**src/rtl/clkgen_pkg.sv**
```systemverilog
// clkgen_pkg: shared definitions for the clk_div_bank divided-clock generator.
//   - default widths for the master counter and the per-channel ratio selects
//   - per-channel FSM state encoding
//   - clamp helper that keeps a ratio select inside the master counter width
package clkgen_pkg;

    localparam int NUM_CH_DEF = 3;
    localparam int CNT_W_DEF  = 8;
    localparam int SEL_W_DEF  = 3;

    typedef enum logic [1:0] {
        ST_OFF   = 2'd0,
        ST_ARMED = 2'd1,
        ST_RUN   = 2'd2,
        ST_STOP  = 2'd3
    } ch_state_t;

    // A select k divides by 2^(k+1); bit k of the counter must exist, so
    // anything at or beyond the counter width is pulled down to the top bit.
    function automatic int clamp_sel(input int sel, input int cnt_w);
        return (sel >= cnt_w) ? cnt_w - 1 : sel;
    endfunction

endpackage

```
**src/rtl/clk_div_channel.sv**
```systemverilog
// clk_div_channel: one divided-clock output of clk_div_bank.
//   Follows bit k of the shared master counter (inverted, one cycle late) so the
//   output is high for the first half of each 2^(k+1) period. Starting and
//   stopping only happen on a period boundary, so no runt pulses are produced.
//   Optional feature macro: CLKGEN_STROBE_EN (one-cycle pulse on each rising edge).
// Ports:
//   clk_32f   master clock
//   reset     synchronous active-high reset
//   i_cnt     shared master counter
//   i_k       ratio select for this channel (already clamped)
//   i_en      run request
//   o_clk     divided clock (registered)
//   o_active  channel in RUN or STOPPING
//   o_strobe  rising-edge pulse, 0 when the strobe feature is not built
module clk_div_channel
    import clkgen_pkg::*;
#(
    parameter int CNT_W = CNT_W_DEF,
    parameter int SEL_W = SEL_W_DEF
) (
    input  logic             clk_32f,
    input  logic             reset,
    input  logic [CNT_W-1:0] i_cnt,
    input  logic [SEL_W-1:0] i_k,
    input  logic             i_en,
    output logic             o_clk,
    output logic             o_active,
    output logic             o_strobe
);

    ch_state_t        r_state;
    logic             r_clk;
    logic             r_active;
    logic [CNT_W-1:0] w_mask;
    logic             w_bnd;
    logic             w_hi;

    // Mask of cnt[k:0]; the boundary is the last cycle of the current period.
    always_comb begin
        w_mask = '0;
        for (int j = 0; j < CNT_W; j++) begin
            w_mask[j] = (j <= int'(i_k));
        end
    end

    assign w_bnd = &(i_cnt | ~w_mask);
    assign w_hi  = ~i_cnt[i_k];

    always_ff @(posedge clk_32f) begin
        if (reset) begin
            r_state  <= ST_OFF;
            r_clk    <= 1'b0;
            r_active <= 1'b0;
        end else begin
            r_clk <= (r_state == ST_RUN || r_state == ST_STOP) ? w_hi : 1'b0;
            case (r_state)
                ST_OFF: begin
                    if (i_en) r_state <= ST_ARMED;
                end
                ST_ARMED: begin
                    if (!i_en) begin
                        r_state <= ST_OFF;
                    end else if (w_bnd) begin
                        r_state  <= ST_RUN;
                        r_active <= 1'b1;
                    end
                end
                ST_RUN: begin
                    // Dropping the request right on the boundary ends the
                    // output immediately; the low half has just completed.
                    if (!i_en) begin
                        if (w_bnd) begin
                            r_state  <= ST_OFF;
                            r_active <= 1'b0;
                        end else begin
                            r_state <= ST_STOP;
                        end
                    end
                end
                ST_STOP: begin
                    if (i_en) begin
                        r_state <= ST_RUN;
                    end else if (w_bnd) begin
                        r_state  <= ST_OFF;
                        r_active <= 1'b0;
                    end
                end
                default: begin
                    r_state  <= ST_OFF;
                    r_active <= 1'b0;
                end
            endcase
        end
    end

    assign o_clk    = r_clk;
    assign o_active = r_active;

`ifdef CLKGEN_STROBE_EN
    logic r_strobe;

    // Registered alongside r_clk, so the pulse lands on the cycle the output rises.
    always_ff @(posedge clk_32f) begin
        if (reset) begin
            r_strobe <= 1'b0;
        end else begin
            r_strobe <= (r_state == ST_RUN) && w_hi && !r_clk;
        end
    end

    assign o_strobe = r_strobe;
`else
    assign o_strobe = 1'b0;
`endif

endmodule

```
**src/rtl/clk_div_bank.sv**
```systemverilog
// clk_div_bank: NUM_CH phase-aligned 50%-duty clocks divided from clk_32f.
//   All channels derive from one free-running master counter, so rising edges of
//   any two channels coincide whenever the lower bits of the counter are zero.
//   A new ratio set is accepted through a valid/ready handshake and applied on
//   the master wrap, where every channel's period ends together.
//   Optional feature macro: CLKGEN_STROBE_EN (per-channel rising-edge strobe).
// Ports:
//   clk_32f    master clock
//   reset      synchronous active-high reset
//   ch_en      per-channel run request
//   cfg_valid  new ratio set offered
//   cfg_sel    new selects, ch0 in the LSBs
//   cfg_ready  high when no config is pending
//   clk_out    divided clocks (registered)
//   active     channel in RUN or STOPPING
//   strobe     one-cycle rising-edge pulse (0 unless CLKGEN_STROBE_EN)
module clk_div_bank
    import clkgen_pkg::*;
#(
    parameter int                      NUM_CH      = NUM_CH_DEF,
    parameter int                      CNT_W       = CNT_W_DEF,
    parameter int                      SEL_W       = SEL_W_DEF,
    parameter logic [NUM_CH*SEL_W-1:0] DEFAULT_SEL = {3'd2, 3'd3, 3'd4}
) (
    input  logic                    clk_32f,
    input  logic                    reset,
    input  logic [NUM_CH-1:0]       ch_en,
    input  logic                    cfg_valid,
    input  logic [NUM_CH*SEL_W-1:0] cfg_sel,
    output logic                    cfg_ready,
    output logic [NUM_CH-1:0]       clk_out,
    output logic [NUM_CH-1:0]       active,
    output logic [NUM_CH-1:0]       strobe
);

    localparam logic [CNT_W-1:0] CNT_MAX = '1;

    logic [CNT_W-1:0]             r_cnt;
    logic [NUM_CH-1:0][SEL_W-1:0] r_sel;
    logic [NUM_CH-1:0][SEL_W-1:0] r_pend;
    logic                         r_cfg_ready;

    function automatic logic [NUM_CH-1:0][SEL_W-1:0] clamp_all(
        input logic [NUM_CH-1:0][SEL_W-1:0] s
    );
        logic [NUM_CH-1:0][SEL_W-1:0] c;
        for (int i = 0; i < NUM_CH; i++) begin
            c[i] = SEL_W'(clamp_sel(int'(s[i]), CNT_W));
        end
        return c;
    endfunction

    // The apply branch only fires with a config pending (ready low), so an
    // offer accepted on the wrap cycle itself waits for the following wrap.
    always_ff @(posedge clk_32f) begin
        if (reset) begin
            r_cnt       <= '0;
            r_sel       <= clamp_all(DEFAULT_SEL);
            r_pend      <= '0;
            r_cfg_ready <= 1'b1;
        end else begin
            r_cnt <= r_cnt + CNT_W'(1);
            if (!r_cfg_ready && r_cnt == CNT_MAX) begin
                r_sel       <= clamp_all(r_pend);
                r_cfg_ready <= 1'b1;
            end else if (cfg_valid && r_cfg_ready) begin
                r_pend      <= cfg_sel;
                r_cfg_ready <= 1'b0;
            end
        end
    end

    assign cfg_ready = r_cfg_ready;

    for (genvar gi = 0; gi < NUM_CH; gi++) begin : g_ch
        clk_div_channel #(
            .CNT_W (CNT_W),
            .SEL_W (SEL_W)
        ) u_ch (
            .clk_32f  (clk_32f),
            .reset    (reset),
            .i_cnt    (r_cnt),
            .i_k      (r_sel[gi]),
            .i_en     (ch_en[gi]),
            .o_clk    (clk_out[gi]),
            .o_active (active[gi]),
            .o_strobe (strobe[gi])
        );
    end

endmodule

```
**config.mk**
```make
export PLATFORM = sky130hd
export DESIGN_NAME = clk_div_bank
export DESIGN_NICKNAME = d
export VERILOG_FILES = /design/src/rtl/clkgen_pkg.sv /design/src/rtl/clk_div_channel.sv /design/src/rtl/clk_div_bank.sv
export SDC_FILE = /design/constraint.sdc
export NUM_CORES = 1
export LEC_CHECK = 0
export ABC_AREA = 1
export CORE_MARGIN = 1.5
export CORE_UTILIZATION = 50
export CTS_CLUSTER_SIZE = 24
export DETAILED_ROUTE_END_ITERATION = 10
export PLACE_DENSITY = 0.7
export SYNTH_ARGS = -nofsm -noshare
export SYNTH_HDL_FRONTEND = slang
export SYNTH_SLANG_ARGS = --single-unit
export TNS_END_PERCENT = 100
```
**constraint.sdc**
```tcl
create_clock -name clk_32f -period 4.2 [get_ports clk_32f]
set_clock_uncertainty 0.05 [all_clocks]
set_input_delay 1.05 -clock clk_32f [delete_from_list [all_inputs] [get_ports clk_32f]]
set_output_delay 1.05 -clock clk_32f [all_outputs]
set_load 0.01 [all_outputs]
```
==> run metrics, run 1 <==
initial antenna violation count 0; Vias/cell 5.02; RR Startpoint r_cnt[0]; drt pass-1 iters 6; Fin. Hold Viols 0; most used flip-flop cell after synthesis dfxtp_1; vias in the first global route around 1.6k; Lkg Pwr about 0.00094 uW; Fin Setup TNS 0 ns; I/O pin cnt 25; worst-margin pin slew between 0.8 and 0.9 ns; Final min period approximately 2.6 ns; H-tree levels 2; hold endpoint g_ch[2].u_ch.o_active; Chip Height between 60 and 70 um; Synth area leaders dfxtp_1, nand2_1, nor2_1, o21ai_0, inv_1; post_cts resized 0; Worst Min Path Start g_ch[2].u_ch.o_active; Post-DRT Antenna Nets 0; number of synthesized flops with an enable pin 0; Tcrit/Tclk final 0.626; core box area roughly 3700 um^2; synthesis-stage register bit count 39; fin nets between 300 and 400; CP startpoint kind primary input; # diodes 0; Synth async-reset ratio 0; Placer Congestion roughly 0.9; crit path kind in2reg; CTS Buf Count 5; synthesized cell area between 1500 and 2000 um^2; full die area 4210 um^2; Initial Utilization 0.524; R2R setup slack 2.32 ns; most common cell in the netlist nand2_1; largest net degree at the start of global routing 32; clk_lat worst skew approximately 0.28 ns; CTS tree built; DRT iter0 DRCs around 120; layout cell share with drive strength beyond 1 0.0447; CTS Root Cell clkbuf_8; WL/cell 11.3 um; gr usage total 0.211; Final Cell Area approximately 2200 um^2; final wirelength 3.83 mm; Syn Inst Count 279; Max Cap Violations 0; via count 1702; Power Density 311 nW/um^2; Pwr Total roughly 670 uW; worst reg-to-reg path cell count 6; total setup buffers inserted after CTS 0; peak supply drop ~0.22 mV; area share of the largest cell type after synthesis 0.407; clock-pin slew on the worst setup and hold paths around 0.070 ns; Critical Path RT ~4.4 ns; FP Rows 22; drc violations 0; Slew Viols, Final 0; Die W 64.9 um; CTS Sinks 39; # fillers approximately 350; Layout Area Growth over Synthesis 12.5%; port bufs 21; RSZ-0062 raised after global routing false; dpl cell area roughly 2100 um^2; count of final setup violators 0; Synth area leader dfxtp_1; buffer levels on the longest clock path 2; HP Class reg2reg; status completed; Congestion Overflow GR 0; crit-path max FO 31; Synth Warn # 0; Cell variety after synth 28; FMAX between 300 and 400 MHz; register area share after synthesis 0.407; slew margin rel. 0.415; cts hold-fix bufs 0; first-pass GRT wire length ~6.9 mm; HPWL Detailed around 2.9 mm; hold path depth 2; most instantiated cells after synthesis nand2_1, dfxtp_1, nor2_1; worst path arrival time about 2.8 ns; capture point of the worst reg-to-reg path r_sel[6]; Final Util 0.589; WHS a little over 0.4 ns; mean area per synthesized cell between 6 and 7 um^2; Worst setup EP type flop
-- worst max-delay path by stage --
stage,endpoint,startpoint
floorplan,g_ch[0].u_ch.r_state[0],reset
global placement,g_ch[1].u_ch.r_state[0],reset
detailed placement,g_ch[1].u_ch.r_state[0],reset
CTS,g_ch[0].u_ch.r_state[0],reset
global route,g_ch[0].u_ch.r_state[0],reset
finish,g_ch[0].u_ch.r_state[0],reset
-- cell type report --
| class | count | area [um^2] | area share |
|---|---|---|---|
| multi-input combinational | 190 | 902 | 0.418 |
| tap | 48 | 60.1 | 0.0278 |
| inverter | 35 | 131 | 0.0609 |
| timing repair buffer | 21 | 210 | 0.0974 |
| clock buffer | 6 | 72.6 | 0.0336 |
| sequential | 39 | 781 | 0.362 |
-- where the power goes --
group	internal [uW]	switching (uW)
Sequential	382	10.3
Clock	111	114
Combinational	25.3	29.0
-- cell families (layout without fill, tap and decap cells) --
family,count (synthesis),after routing,share of synthesized area
AOI/OAI and AO/OA,61,61,0.179
and+or+nand+nor,124,124,0.275
adders and majority gates,1,1,0.00653
buffers and inverters,52,62,0.126
xor gates and xnor gates,1,1,0.00457
other,1,3,0.00196
DFF,39,39,0.407
-- through the flow --
stage	instances	setup slack [ns]
after global placement	333	1.33
final	339	1.57
after floorplan	281	2.28
after CTS	339	1.61
after global routing	339	1.34
after detailed placement	333	1.30
-- cells in the final DEF (no fill, tap or decap) --
cell type / count
o211ai_2: 1
o221ai_1: 1
a31oi_1: 1
clkdlybuf4s50_1: 21
nor3_1: 1
nor3_4: 1
a211oi_1: 1
nor2_1: 38
nor3_2: 1
inv_1: 34
nand3_1: 18
inv_2: 1
nand4_1: 2
ha_1: 1
xnor2_1: 1
dfxtp_1: 39
clkbuf_1: 1
a21oi_1: 22
o21ai_2: 1
a21oi_2: 1
nand3_2: 1
nand2_1: 61
o211ai_1: 6
clkbuf_8: 5
o21ai_0: 27
conb_1: 3
nand2_4: 1
-- metal layers --
metal,global-route usage,wire [um],vias to the layer above
met5,0,0,-
met4,0.0878,90,0
met3,0.0469,147,8
met2,0.344,1730,45
met1,0.268,1860,740
li1,-,-,909
-- sequential cells by signal (all words and copies together), names as in the netlist --
| name | flops |
|---|---|
| r_pend | 9 |
| g_ch.u_ch.o_active | 3 |
| r_cnt | 8 |
| cfg_ready | 1 |
| g_ch.u_ch.r_state | 6 |
| g_ch.u_ch.o_clk | 3 |
| r_sel | 9 |
-- worst max-delay path, cell delays in order --
cell	delay, ns
clkdlybuf4s50_1	0.57
inv_1	0.72
o21ai_0	0.19
a21oi_1	0.16
nand2_1	0.06
inv_1	0.05
Power figures use the tool's default switching activity.
==> run 2, diff against run 1 <==
==> constraint.sdc (replaced) <==
create_clock -name clk_32f -period 2.7 [get_ports clk_32f]
set_clock_uncertainty 0.05 [all_clocks]
set_input_delay 0.675 -clock clk_32f [delete_from_list [all_inputs] [get_ports clk_32f]]
set_output_delay 0.675 -clock clk_32f [all_outputs]
set_load 0.01 [all_outputs]
==> run 2 against run 1 <==
- clock-buffer cell count stayed put
- critical path depth shrank 5
- hold slack better by 0.0032 ns
- critical path type is now reg2out
- largest cell class unchanged
==> run metrics, run 2 (synthesized netlist as in run 1, its figures left out) <==
final worst slack 0.732 ns (-0.840 ns); Placer Congestion 0.871 (-2.3%); delay-heaviest family, CP buffers and inverters; register area 781 um^2 (unchanged); final wirelength 3.71 mm (-2.9%); port bufs 21 (unchanged); via count 1699 (-0.18%); FMAX approximately 510 MHz; Slew Viols, Final 0 (unchanged); HP Class reg2reg; Layout Area Growth over Synthesis 14.1%; Lkg Pwr 0.000963 uW (+2.1%); Initial Utilization 0.524 (unchanged); Fin Setup TNS 0 ns (unchanged); Chip Height 64.9 um (unchanged); post_cts resized 0 (unchanged); layout cell share with drive strength beyond 1 0.0578 (+0.0131); HPWL Detailed 2.75 mm (-3.9%); largest net degree at the start of global routing 32 (unchanged); Final Util 0.597 (+0.00820); gr usage total 0.203 (-0.00823); Final min period 1.97 ns; Tcrit/Tclk final 0.729; CTS tree built; core box area 3660 um^2 (unchanged); Vias/cell 4.97 (-1.1%); CTS Sinks 39 (unchanged); Critical Path RT 1.98 ns (-2.40 ns); initial antenna violation count 0 (unchanged); # diodes 0 (unchanged); WL/cell 10.9 um (-3.8%); vias in the first global route 1584 (+0.38%); crit path buf inv count 1 (-2); drt pass-1 iters 4 (-2); first-pass GRT wire length 6.65 mm (-3.5%); Final Cell Area 2190 um^2 (+1.4%); slowest stage delay, CP 0.56 ns (-0.16 ns); Post-DRT Antenna Nets 0 (unchanged); leading cell type in the layout, fill and taps excluded nand2_1; Worst setup EP type primary output; crit path kind reg2out; Power Density 499 nW/um^2 (+60%); Die W 64.9 um (unchanged); CP max stage cell clkdlybuf4s50_1; Max Cap Violations 0 (unchanged); # fillers 365 (+3.1%); Congestion Overflow GR 0 (unchanged); dpl cell area 2100 um^2 (+0.72%); DRT iter0 DRCs 121 (-1.6%); fin nets 310 (+0.65%); CP startpoint kind flop; most frequent cells in the layout nand2_1, dfxtp_1, nor2_1, inv_1, o21ai_0; crit-path cells clkdlybuf4s50_1; clock-pin slew on the worst setup and hold paths 0.07 ns (about the same); crit-path max FO 4 (-87%); CTS Buf Count 5 (unchanged); clk_lat worst skew 0.29 ns (about the same); FP Rows 22 (unchanged); CTS Root Cell clkbuf_8; drc violations 0 (unchanged); pre-CTS setup slack 0.648 ns (-0.654 ns); status completed; Fin. Hold Viols 0 (unchanged); buffer levels on the longest clock path 2 (unchanged); worst path arrival time 1.24 ns (-1.57 ns); count of final setup violators 0 (unchanged); total setup buffers inserted after CTS 0 (unchanged); H-tree levels 2 (unchanged); full die area 4210 um^2 (unchanged); peak supply drop 0.302 mV (+37%); area of the multi-input gates 902 um^2 (unchanged); cts hold-fix bufs 0 (unchanged); Regs by FF count r_pend x9, r_sel x9, r_cnt x8; RSZ-0062 raised after global routing false; I/O pin cnt 25 (unchanged)
run 2: cell type report:
cell class                      count  area share
Clock inverter                      1     0.00229
Multi-Input combinational cell    190       0.412
Tap cell                           48      0.0275
Inverter                           35      0.0601
Sequential cell                    39       0.357
Timing Repair Buffer               23       0.103
Clock buffer                        6      0.0378
run 2: path summary, 6_finish.rpt:
kind / start / end / slack, ns / cells past startpoint
hold reg to reg: g_ch[2].u_ch.o_active / g_ch[2].u_ch.o_active / 0.42 / 2
hold / removal: g_ch[2].u_ch.o_active / g_ch[2].u_ch.o_active / 0.42 / 2
setup / recovery: cfg_ready / cfg_ready / 0.73 / 1
setup reg to reg: r_cnt[0] / r_sel[0] / 0.81 / 6
run 2: metrics by stage:
| step | hold WS (ns) | std cells | total power (uW) |
|---|---|---|---|
| after detailed placement | 0.408 | 335 | 709 |
| after global placement | 0.408 | 335 | 707 |
| after CTS | 0.418 | 342 | 1100 |
| after floorplan | 0.384 | 281 | 675 |
| final | 0.418 | 342 | 1090 |
| after global routing | 0.427 | 342 | 1130 |
run 2: worst reg2reg max path: cells and delay by family (launching register included):
kind | cells | cell delay [ns]
AO/OA/AOI/OAI | 2 | 0.30
adder cells (fa/ha/maj) | 1 | 0.27
flip-flops | 1 | 0.55
AND/OR/NAND/NOR | 3 | 0.62
run 2: routing by layer:
| layer | GRT usage | vias to the layer above | part of all wire |
|---|---|---|---|
| met5 | 0 | - | 0 |
| met4 | 0.0931 | 0 | 0.016 |
| met3 | 0.0399 | 5 | 0.036 |
| met2 | 0.331 | 38 | 0.45 |
| met1 | 0.257 | 741 | 0.50 |
| li1 | - | 915 | - |
run 2: where the power goes:
group / switching (uW) / internal [uW]
Clock: 196 / 200
Combinational: 44.5 / 41.0
Sequential: 15.5 / 594
Total: 256 / 835
==> RTL edit, RTL diff (settings of run 2) <==
Add a define of `CLKGEN_STROBE_EN`.
--- a/src/rtl/clk_div_channel.sv
+++ b/src/rtl/clk_div_channel.sv
@@ -12,6 +12,8 @@
 //   o_clk     divided clock (registered)
 //   o_active  channel in RUN or STOPPING
 //   o_strobe  rising-edge pulse, 0 when the strobe feature is not built
+`define CLKGEN_STROBE_EN
+
 module clk_div_channel
     import clkgen_pkg::*;
 #(
Check against the original RTL: not equivalent (a bounded check fails within 10 cycles, from zero or initial values and one cycle with reset high).
==> RTL edit against run 2 <==
Hold slack worse by 8.0 ps. Cell area up 8.0%. Sequential share of layout area down 0.10 points. Area after synthesis up 7.4%. Total power up 5.5%. Non-clock buffer count up 4. Count of clock-buffer cells in the layout up 1. Cell count up 3.2%. Wire length up 9.8%. Sequential cell count up 3. Setup slack worse by 44 ps. Critical path type unchanged.
==> RTL edit: results (changes against run 2) <==
| Parameter | This run | Delta |
| --- | --- | --- |
| P_leak | 1.03 nW | +6.4% |
| Maximum number of pins on one net before global-route repair | 27 | -16% |
| Terminus of the critical flop-to-flop path | r_sel[5] |  |
| Final estimated routing congestion in global placement | 0.816 | -6.3% |
| Leading cell types by count after synthesis | 49 x sky130_fd_sc_hd__nand2_1, 42 x sky130_fd_sc_hd__dfxtp_1, 35 x sky130_fd_sc_hd__nor2_1, 34 x sky130_fd_sc_hd__inv_1, 24 x sky130_fd_sc_hd__nand3_1 |  |
| WP data arrival | 1290 ps | +50 ps |
| Run status | completed |  |
| Routed metal-1 wirelength | 1.95 mm | +5.2% |
| Worst vdd rail ir drop | 343 uV | +14% |
| Number of cells traversed by the worst register-to-register path | 9 | +3 |
| WL/cell | 11.6 microns | +6.4% |
| Vias in the first global route | 1,667 | +5.2% |
| Delay-heaviest family, CP | buffers and inverters |  |
| Quantity of I/O buffers inserted on ports | 24 | +14% |
| Largest cells by area after synthesis | sky130_fd_sc_hd__dfxtp_1 41%, sky130_fd_sc_hd__nand2_1 8.9%, sky130_fd_sc_hd__nor2_1 6.4%, sky130_fd_sc_hd__inv_1 6.2%, sky130_fd_sc_hd__nand3_1 5.8% |  |
| Number of nets in the finished design | 318 | +2.6% |
| Launching point of the worst reg2reg path | r_cnt[0] |  |
| Starting DRC count in detailed routing | 99 | -18% |
| Slack of the worst reg-to-reg path | 1050 ps | +240 ps |
| Cell total after placement | 345 | +3.0% |
| Overall routing resource usage | 20.8% | +0.54 points |
| Count of placed standard cells in the final layout, fillers left out | 353 | +3.2% |
| Wire length on met3 | 134 microns | +1.5% |
| Mean Syn Cell Area | 7.20 sq um | +4.8% |
| Number of distinct library cell variants in the gate-level netlist after synthesis | 30 | +7.1% |
| Routed wl met2 | 1.95 mm | +17% |
==> RTL edit: through the flow <==
step | cell area (sq um) | hold WS, ps | power (mW) | setup WS, ps | utilization (%)
floorplan | 2060 | 390 | 0.716 | 1210 | -
global placement | 2270 | 398 | 0.755 | 845 | 57.2
detailed placement | 2270 | 407 | 0.757 | 813 | 57.2
CTS | 2360 | 419 | 1.17 | 672 | 59.5
global route | 2360 | 436 | 1.22 | 622 | 59.5
finish | 2360 | 410 | 1.15 | 688 | 59.5
==> RTL edit: how the worst max path moves through the flow <==
stage / start / to / slack, ps / cells past startpoint
floorplan: reset / r_pend[3] / 1210 / 5
CTS: cfg_ready / cfg_ready / 670 / 1
detailed placement: cfg_valid / r_pend[6] / 810 / 5
global placement: cfg_valid / r_pend[5] / 840 / 5
finish: cfg_ready / cfg_ready / 690 / 1
global route: cfg_ready / cfg_ready / 620 / 1
==> RTL edit: metal layers <==
metal	global-route usage, %	vias up
li1	-	946
met1	26.4	801
met2	35.5	29
met3	5.00	6
met4	5.36	0
met5	0	-
==> RTL edit: logic make-up after synthesis <==
kind of cell               synth area share, %
AOI/OAI and AO/OA                         17.0
buffers and inverters                     11.9
xor gates and xnor gates                 0.851
and+or+nand+nor                           28.9
adders and majority gates                0.607
DFF                                       40.8
==> RTL edit: final cells by class <==
class | count | area, sq um
clock inverters | 1 | 5.00
clock buffers | 7 | 86.3
flip-flops and latches | 42 | 841
inverters | 35 | 131
repair buffers | 27 | 263
well taps | 50 | 62.6
multi-input cells | 191 | 973
fillers | 391 | 1610
==> RTL edit: power breakdown <==
part	internal [mW]	leakage [nW]	switching, mW
Clock	0.206	0.0482	0.203
Sequential	0.638	0.342	0.0115
Combinational	0.0423	0.635	0.0496
Total	0.886	1.03	0.264
